[src/rtl/crc_pkg.sv]
// ---------------------------------------------------------------------------
// crc_pkg
// Shared definitions for the serial CRC-24A attachment stage:
//   - state_e        : framing FSM states
//   - CRC_W, POLY    : CRC-24A length and generator (x^24 implied)
//   - K_SMALL/K_LARGE: code block sizes, CRC included
//   - L_SMALL/L_LARGE: payload lengths (block size minus CRC)
//   - CNT_W          : bit counter width
// ---------------------------------------------------------------------------
package crc_pkg;

  localparam int          CRC_W   = 24;
  localparam logic [23:0] POLY    = 24'h864CFB;
  localparam int          K_SMALL = 1056;
  localparam int          K_LARGE = 6144;
  localparam int          L_SMALL = K_SMALL - CRC_W;  // 1032
  localparam int          L_LARGE = K_LARGE - CRC_W;  // 6120
  localparam int          CNT_W   = 13;

  typedef enum logic [2:0] {
    IDLE,
    START,
    GAP,
    DATA,
    CRC,
    DONE
  } state_e;

  // Counter value of the last payload bit for the selected block size.
  function automatic logic [CNT_W-1:0] last_payload_idx(input logic bsz);
    return bsz ? CNT_W'(L_LARGE - 1) : CNT_W'(L_SMALL - 1);
  endfunction

endpackage

[src/rtl/crc24_lfsr.sv]
// ---------------------------------------------------------------------------
// crc24_lfsr
// 24-bit MSB-first CRC-24A register with three operations (priority order):
//   clr       : load zero
//   upd       : absorb din  (fb = msb ^ din; shift left; xor POLY if fb)
//   shift_out : shift left, zero fill, so the remainder leaves MSB first
// Ports:
//   clk, reset_n  : clock, synchronous active-low reset
//   clr, upd, shift_out, din : operation controls and data bit
//   msb           : current register MSB (next CRC bit to transmit)
// ---------------------------------------------------------------------------
module crc24_lfsr
  import crc_pkg::*;
(
  input  logic clk,
  input  logic reset_n,
  input  logic clr,
  input  logic upd,
  input  logic shift_out,
  input  logic din,
  output logic msb
);

  logic [CRC_W-1:0] lfsr_q, lfsr_d;
  logic             fb;

  // NOTE: combinational blocks use blocking '=' and assign every output a
  // default first, so no latch is inferred when no branch matches.
  always_comb begin
    fb     = lfsr_q[CRC_W-1] ^ din;
    lfsr_d = lfsr_q;
    if (clr) begin
      lfsr_d = '0;
    end else if (upd) begin
      lfsr_d = {lfsr_q[CRC_W-2:0], 1'b0} ^ (fb ? POLY : '0);
    end else if (shift_out) begin
      lfsr_d = {lfsr_q[CRC_W-2:0], 1'b0};
    end
  end

  // NOTE: sequential state uses non-blocking '<=' so every register samples
  // the pre-edge values, independent of block ordering.
  always_ff @(posedge clk) begin
    if (!reset_n) lfsr_q <= '0;
    else          lfsr_q <= lfsr_d;
  end

  assign msb = lfsr_q[CRC_W-1];

endmodule

[src/rtl/crc24_attach.sv]
// ---------------------------------------------------------------------------
// crc24_attach
// Serial CRC-24A attachment: passes payload bits straight through and then
// appends the 24-bit CRC, producing one contiguous K-bit block framed by
// CRC_start (two cycles ahead of bit 0) and CRC_END (with the last CRC bit).
// Ports:
//   clk, reset_n         : clock, synchronous active-low reset
//   in_start             : block request, honoured only in IDLE
//   in_block_size        : 0 -> K=1056, 1 -> K=6144, captured with in_start
//   in_valid, in_data    : payload bit stream, one bit per cycle in DATA
//   in_ready             : payload accepted (DATA phase)
//   CRC_start            : one-cycle frame start
//   CRC_data, CRC_valid  : serial output bit and its qualifier
//   CRC_END              : last CRC bit marker (tied low when END_EN=0)
//   block_size           : captured size, held until the next accepted start
//   busy                 : block in progress
//   err                  : one-cycle payload underrun pulse
// ---------------------------------------------------------------------------
module crc24_attach
  import crc_pkg::*;
#(
  parameter logic END_EN = 1'b1
) (
  input  logic clk,
  input  logic reset_n,
  input  logic in_start,
  input  logic in_block_size,
  input  logic in_valid,
  input  logic in_data,
  output logic in_ready,
  output logic CRC_start,
  output logic CRC_data,
  output logic CRC_valid,
  output logic CRC_END,
  output logic block_size,
  output logic busy,
  output logic err
);

  state_e           state_q, state_d;
  logic [CNT_W-1:0] cnt_q, cnt_d;
  logic             bsz_q, bsz_d;
  logic             lfsr_clr, lfsr_upd, lfsr_shift, lfsr_msb;

  crc24_lfsr u_lfsr (
    .clk       (clk),
    .reset_n   (reset_n),
    .clr       (lfsr_clr),
    .upd       (lfsr_upd),
    .shift_out (lfsr_shift),
    .din       (in_data),
    .msb       (lfsr_msb)
  );

  always_comb begin
    state_d    = state_q;
    cnt_d      = cnt_q;
    bsz_d      = bsz_q;
    lfsr_clr   = 1'b0;
    lfsr_upd   = 1'b0;
    lfsr_shift = 1'b0;
    in_ready   = 1'b0;
    CRC_start  = 1'b0;
    CRC_data   = 1'b0;
    CRC_valid  = 1'b0;
    CRC_END    = 1'b0;
    err        = 1'b0;

    case (state_q)
      IDLE: begin
        if (in_start) begin
          state_d  = START;
          bsz_d    = in_block_size;
          cnt_d    = '0;
          lfsr_clr = 1'b1;
        end
      end
      START: begin
        CRC_start = 1'b1;
        state_d   = GAP;
      end
      GAP: begin
        state_d = DATA;
      end
      DATA: begin
        in_ready = 1'b1;
        if (in_valid) begin
          // Zero-latency pass-through; the LFSR absorbs the same bit.
          CRC_data  = in_data;
          CRC_valid = 1'b1;
          lfsr_upd  = 1'b1;
          if (cnt_q == last_payload_idx(bsz_q)) begin
            state_d = CRC;
            cnt_d   = '0;
          end else begin
            cnt_d = cnt_q + CNT_W'(1);
          end
        end else begin
          // A gap in the payload breaks block contiguity: drop the block.
          err     = 1'b1;
          state_d = IDLE;
        end
      end
      CRC: begin
        CRC_data   = lfsr_msb;
        CRC_valid  = 1'b1;
        lfsr_shift = 1'b1;
        if (cnt_q == CNT_W'(CRC_W - 1)) begin
          CRC_END = END_EN;
          state_d = DONE;
          cnt_d   = '0;
        end else begin
          cnt_d = cnt_q + CNT_W'(1);
        end
      end
      DONE: begin
        state_d = IDLE;
      end
      default: begin
        state_d = IDLE;
      end
    endcase
  end

  always_ff @(posedge clk) begin
    if (!reset_n) begin
      state_q <= IDLE;
      cnt_q   <= '0;
      bsz_q   <= 1'b0;
    end else begin
      state_q <= state_d;
      cnt_q   <= cnt_d;
      bsz_q   <= bsz_d;
    end
  end

  assign block_size = bsz_q;
  assign busy       = (state_q != IDLE);

endmodule

[config.mk]
export PLATFORM = sky130hd
export DESIGN_NAME = crc24_attach
export DESIGN_NICKNAME = d
export VERILOG_FILES = /design/src/rtl/crc_pkg.sv /design/src/rtl/crc24_lfsr.sv /design/src/rtl/crc24_attach.sv
export SDC_FILE = /design/constraint.sdc
export NUM_CORES = 1
export LEC_CHECK = 0
export ABC_AREA = 1
export CORE_MARGIN = 3
export CORE_UTILIZATION = 31
export CTS_CLUSTER_SIZE = 40
export DETAILED_ROUTE_END_ITERATION = 12
export GPL_TIMING_DRIVEN = 0
export PLACE_DENSITY_LB_ADDON = 0.2
export SLEW_MARGIN = 20
export SYNTH_ARGS = -nofsm -noshare
export SYNTH_HDL_FRONTEND = slang
export SYNTH_SLANG_ARGS = --single-unit
[constraint.sdc]
create_clock -name clk -period 1.7 [get_ports clk]
set_input_delay 0.255 -clock clk [delete_from_list [all_inputs] [get_ports clk]]
set_output_delay 0.255 -clock clk [all_outputs]
set_load 0.03 [all_outputs]
==> out/results.tsv, run 1 <==
stage	metric	value	unit
run_status	status	finished, final reports clean	
timing	Tcrit/Tclk final	0.983	
clocking	Clock Tree Root	clkbuf_8	
critical_path	Worst Path Required	1.44	ns
die	FP Rows	28	
timing	clk_skew	0.0106	ns
timing	hold violation total from the final report	0	
die	Core Box Area	6170	um^2
route	DRC viols	0	
clocking	CTS Hold Bufs	0	
die	Ports	14	
worst_hold_path	Hold Path Class	input pin to register	
clocking	H-tree levels	2	
critical_path	Setup Crit Path Kind	register to primary output	
critical_path	critical path arrival	1.42	ns
die	Chip Height	87.2	um
logic_synthesis	Synth Register Bits	41	
grt	antenna violations before repair	0	
route	WL final	4.37	mm
timing	fin crit period	1.67	ns
place	Post-DP HPWL	3.07	mm
critical_path	Critical Path Fanout Max	3	
route	post-route ant nets	0	
layout	Fillers	651	
timing	Slew Limit Fails	0	
logic_synthesis	Yosys warnings	0	
die	die area	7610	um^2
route	vias per cell	4.55	
job	Max Cap Viol	0	
place	Port Buffers	12	
timing	Worst Max-Slew Pin Slew	0.475	ns
place	Placer Congestion	0.849	
grt	grt ovf	0	
timing	RSZ-0062 raised after global routing	true	
timing	setup_tns	0	ns
logic_synthesis	Yosys cell types	29	
die	starting density of the core	0.332	
clocking	Clk Latency, worst-skew pair	0.30	ns
logic_synthesis	cell area after synthesis	2050	um^2
timing	slew margin rel.	0.683	
grt	GR Util All Layers	0.128	
route	DR WL/cell	11.3	um
clocking	Clock Sinks	41	
die	die width	87.2	um
route	Vias	1762	
clocking	CTS tree	built	
clocking	Clock Path Buffers	2	
worst_hold_path	Hold Path Depth	3	
clocking	CTS Buf Count	5	
layout	synthesis-to-layout area growth	20.6	%
timing	Setup violations, final	0	
logic_synthesis	syn_nets	294	
logic_synthesis	sequential-to-total area share from yosys stat	0.401	
logic_synthesis	Post-Syn Instances	287	
pwr	LEAKAGE	1.18	nW
logic_synthesis	Avg Cell Area, Syn	7.13	um^2
layout	Final Core Density	0.400	
clocking	Clock transition at path regs	0.08	ns
critical_path	Worst R2R Path Depth	10	
layout	Layout Nets	318	
layout	proportion of layout cells with a drive suffix above 1	0.163	
route	DRT Pass-1 Iters	4	
layout	n_diodes	0	
grt	first-pass GRT wire length	7.77	mm
critical_path	CP startpoint kind	register	
grt	vias in the first global route	1632	
grt	pin count of the biggest net entering global routing	14	
route	initial DRC count	100	
pwr	pwr/cell area	1550	nW/um^2
timing	Max Clk Rate	598	MHz
pwr	worst vdd ir	0.860	mV
critical_path	crit path capture type	primary output	
==> worst paths after layout <==
check	from	endpoint	slack (ns)
min	reset_n	state_q[0]$_SDFFE_PN0P_	0.37
max	cnt_q[1]$_SDFFE_PN0P_	CRC_END	0.03
max reg2reg	state_q[2]$_SDFFE_PN0P_	cnt_q[9]$_SDFFE_PN0P_	0.13
min reg2reg	u_lfsr.lfsr_q[21]$_SDFFE_PP0N_	u_lfsr.lfsr_q[22]$_SDFFE_PP0N_	0.49
==> area by class of cell <==
cell class / instances / area, um^2 / share of cell area
well taps: 75 / 93.8 / 0.0380
repair buffers: 17 / 141 / 0.0573
clock inverters: 3 / 65.1 / 0.0264
flip-flops and latches: 41 / 827 / 0.335
inverters: 40 / 153 / 0.0619
multi-input cells: 197 / 1050 / 0.427
plain buffers: 9 / 65.1 / 0.0264
clock buffers: 5 / 68.8 / 0.0279
==> critical path, cell delays in order (launching register included) <==
cell and delay (ns):
dfxtp_2 0.37, ha_4 0.14, nand2_2 0.06, inv_2 0.06, nand2_2 0.05, nor4_2 0.25, buf_4 0.19
==> placed cells by master (no fill, tap or decap), types with 3 or more instances in the layout <==
cell type | netlist | routed
nand4_1 | 4 | 4
buf_4 | 0 | 7
o21bai_1 | 13 | 13
nand2_2 | 2 | 5
o21ai_1 | 3 | 3
dfxtp_1 | 41 | 36
inv_2 | 3 | 4
nand3_1 | 16 | 16
nor3_1 | 4 | 4
clkbuf_8 | 0 | 5
clkdlybuf4s50_1 | 0 | 5
inv_1 | 37 | 35
a21oi_1 | 4 | 4
dfxtp_2 | 0 | 5
o21ai_0 | 26 | 26
nor2_1 | 50 | 50
xor2_1 | 14 | 14
nand2_1 | 48 | 44
buf_6 | 2 | 3
buf_2 | 4 | 4
==> state kept, by name, summed over array words and instances (netlist names) <==
| signal | flops |
|---|---|
| u_lfsr.lfsr_q | 24 |
| cnt_q | 13 |
| block_size | 1 |
| state_q | 3 |
==> cell families after synthesis <==
family	after synthesis	share of synthesized area
adder cells (fa/ha/maj)	1	0.00612
XOR/XNOR	16	0.0685
AND/OR/NAND/NOR	132	0.289
flip-flops	41	0.401
AO/OA/AOI/OAI	48	0.135
buffers and inverters	49	0.100
==> metal layers <==
| layer | vias up | GRT usage | routed length [um] |
|---|---|---|---|
| li1 | 955 | - | - |
| met1 | 770 | 0.180 | 2250 |
| met2 | 33 | 0.190 | 1880 |
| met3 | 4 | 0.0293 | 206 |
| met4 | 0 | 0.0460 | 36 |
| met5 | - | 0 | 0 |
==> where the power goes <==
group          switching (mW)  internal [mW]
Sequential              0.168           1.18
Clock                   0.349          0.583
Combinational           0.972          0.573
==> metrics by stage <==
| step | area (um^2) | instances | power, mW | hold WS [ns] | setup slack [ns] |
|---|---|---|---|---|---|
| finish | 2470 | 387 | 3.82 | 0.372 | 0.0282 |
| global route | 2470 | 387 | 4.13 | 0.417 | -0.0755 |
| CTS | 2420 | 384 | 3.82 | 0.381 | -0.0600 |
| detailed placement | 2270 | 374 | 2.84 | 0.466 | -0.716 |
| global placement | 2270 | 374 | 2.83 | 0.462 | -0.711 |
| floorplan | 2050 | 287 | 2.42 | 0.446 | 0.130 |
==> Yosys cell counts (all sizes together) <==
master	number	area, um^2
o22ai	1	6.26
nand2	51	204
nand3	16	80.1
or2	1	6.26
inv	40	150
nor2	53	216
a21oi	4	20.0
ha	1	12.5
buf	6	42.5
nand3b	1	11.3
xor2	14	123
nor4	1	6.26
clkbuf	3	12.5
nor3	4	20.0
a21boi	1	7.51
nand4	5	46.3
o21ai	29	145
xnor2	2	17.5
o21bai	13	97.6
dfxtp	41	821
==> repair_timing <==
action | in CTS | in global routing
gates cloned | 0 | 0
resized for setup | 32 | 15
buffers inserted | 2 | 3
pin swaps | 1 | 3
setup endpoints to repair | 7 | 27
(Power assumes the default switching activity.)
==> run 2, diff against run 1 <==
--- a/config.mk
+++ b/config.mk
@@ -8,8 +8,8 @@
 export ABC_AREA = 1
 export CORE_MARGIN = 3
 export CORE_UTILIZATION = 31
-export CTS_CLUSTER_SIZE = 40
 export DETAILED_ROUTE_END_ITERATION = 12
+export DONT_BUFFER_PORTS = 1
 export GPL_TIMING_DRIVEN = 0
 export PLACE_DENSITY_LB_ADDON = 0.2
 export SLEW_MARGIN = 20
==> out/results.tsv, run 2 (synthesis results as in run 1) <==
stage	metric	value	unit
run_status	status	complete, but fails checks	
die	die area	7610	um^2
grt	GR peak layer	met2	
critical_path	delay-heaviest family, CP	simple AND/OR/NAND/NOR gates	
grt	first-pass GRT wire length	7.31	mm
run_status	failing checks	negative setup slack	
grt	grt ovf	0	
clocking	Clock Tree Root	clkbuf_8	
pwr	sequential fraction of design power	0.373	
timing	slew margin rel.	0.643	
grt	vias in the first global route	1577	
critical_path	slowest cell delay on critical path	0.49	ns
place	Placer Congestion	0.829	
layout	n_diodes	0	
timing	fin crit period	1.73	ns
critical_path	Worst path slowest cell	nor4_4	
route	DRC viols	0	
route	WL final	4.29	mm
die	Ports	14	
clocking	Clk Latency, worst-skew pair	0.30	ns
worst_hold_path	Hold Path Depth	2	
layout	proportion of layout cells with a drive suffix above 1	0.164	
place	Port Buffers	0	
critical_path	crit path cell chain	ha_4 -> nand2_4 -> inv_4 -> nand2_4 -> nor4_4	
grt	met1 GRT Util	0.166	
route	DRT Pass-1 Iters	4	
layout	Top Registers	u_lfsr.lfsr_q (24), cnt_q (13), state_q (3)	
clocking	CTS tree	built	
timing	Max Clk Rate	579	MHz
timing	Tcrit/Tclk final	1.02	
timing	clk_skew	0.0131	ns
route	DR WL/cell	11.5	um
timing	RSZ-0062 raised after global routing	true	
pwr	switching portion of total power	0.412	
critical_path	Setup Crit Path Kind	register to primary output	
layout	Layout Cells excl Fill	373	
pwr	Int Power	2.15	mW
layout	Layout Nets	304	
clocking	Clock Path Buffers	2	
critical_path	crit path capture type	primary output	
die	Chip Height	87.2	um
layout	Largest Register	u_lfsr.lfsr_q	
layout	max reg flops	24	
pwr	Comb power frac	0.398	
timing	Setup violations, final	1	
critical_path	critical path arrival	1.47	ns
clocking	H-tree levels	2	
worst_hold_path	Hold Path Class	input pin to register	
pwr	pwr/cell area	1540	nW/um^2
layout	synthesis-to-layout area growth	16.3	%
die	FP Rows	28	
clocking	Clock Sinks	41	
critical_path	WP buf/inv	1	
route	Vias	1732	
clocking	Clock transition at path regs	0.09	ns
timing	final setup margin	-0.0260	ns
die	Core Box Area	6170	um^2
layout	most frequent cells in the layout	nor2_1, nand2_1, dfxtp_1	
die	starting density of the core	0.332	
clocking	CTS Buf Count	5	
place	Place WS	0.00117	ns
critical_path	Worst Path Required	1.44	ns
critical_path	Stages on worst setup path	5	
layout	Fillers	661	
pwr	power share of the clock group	0.229	
layout	commonest non-fill, non-tap cell in the layout	nor2_1	
critical_path	Worst R2R Path Depth	9	
grt	met3 Track Usage GR	0.0378	
timing	hold violation total from the final report	0	
route	initial DRC count	121	
grt	antenna violations before repair	0	
critical_path	CP startpoint kind	register	
place	Post-DP HPWL	3.02	mm
place	placed cell count	362	
route	post-route ant nets	0	
pwr	LEAKAGE	1.13	nW
die	die width	87.2	um
grt	met2 Use GR	0.181	
critical_path	Critical Path Fanout Max	3	
clocking	CTS Hold Bufs	0	
grt	pin count of the biggest net entering global routing	14	
pwr	worst vdd ir	1.08	mV
critical_path	crit-path most repeated cell	nand2_4	
route	vias per cell	4.64	
job	Max Cap Viol	0	
timing	Slew Limit Fails	0	
pwr	Psw	1.51	mW
grt	GR Util All Layers	0.121	
timing	Worst Max-Slew Pin Slew	0.533	ns
run 2: final timing paths:
kind	from	endpoint	slack, ns
max	cnt_q[0]$_SDFFE_PN0P_	CRC_END	-0.03
min	in_block_size	block_size$_SDFFE_PN0P_	0.16
max reg2reg	cnt_q[0]$_SDFFE_PN0P_	cnt_q[12]$_SDFFE_PN0P_	0.17
min reg2reg	u_lfsr.lfsr_q[0]$_SDFFE_PP0N_	u_lfsr.lfsr_q[0]$_SDFFE_PP0N_	0.48
run 2: timing repair:
action                                  CTS  global route
endpoints found under the setup margin   14            36
hold endpoints to repair                  0             0
resized for setup                         9            22
buffers inserted                          0             3
pin swaps                                 1             3
run 2: cell type report:
class                           count  area [um^2]  share of cell area
Buffer                              9         65.1              0.0273
Clock buffer                        6         82.6              0.0347
Clock inverter                      2         37.5              0.0158
Inverter                           40          153              0.0641
Multi-Input combinational cell    197         1100               0.461
Sequential cell                    41          830               0.349
Tap cell                           75         93.8              0.0394
Timing Repair Buffer                3         22.5             0.00946
run 2: per-stage QoR:
| stage | instance area [um^2] | power (mW) | utilization | hold WS [ns] | TNS [ns] |
|---|---|---|---|---|---|
| after detailed placement | 2150 | 2.71 | 0.348 | 0.464 | 0 |
| final | 2380 | 3.66 | 0.386 | 0.156 | -0.0260 |
| after global placement | 2150 | 2.71 | 0.348 | 0.460 | 0 |
| after global routing | 2380 | 3.95 | 0.386 | 0.180 | -0.0923 |
| after CTS | 2300 | 3.61 | 0.373 | 0.151 | -0.254 |
| after floorplan | 2050 | 2.42 | - | 0.446 | 0 |
run 2: power groups by stage:
stage	Sequential [mW]	Combinational [mW]	Clock [mW]
global placement	1.36	1.35	0
global route	1.40	1.64	0.912
finish	1.36	1.46	0.837
CTS	1.35	1.39	0.867
detailed placement	1.36	1.35	0
floorplan	1.33	1.09	0
run 2: routing by layer:
layer  share of wire  vias up  routed length (um)
met5               0        -                   0
met4           0.010        0                  45
met3           0.051        5                 217
met2            0.44       27                1870
met1            0.50      776                2160
li1                -      924                   -
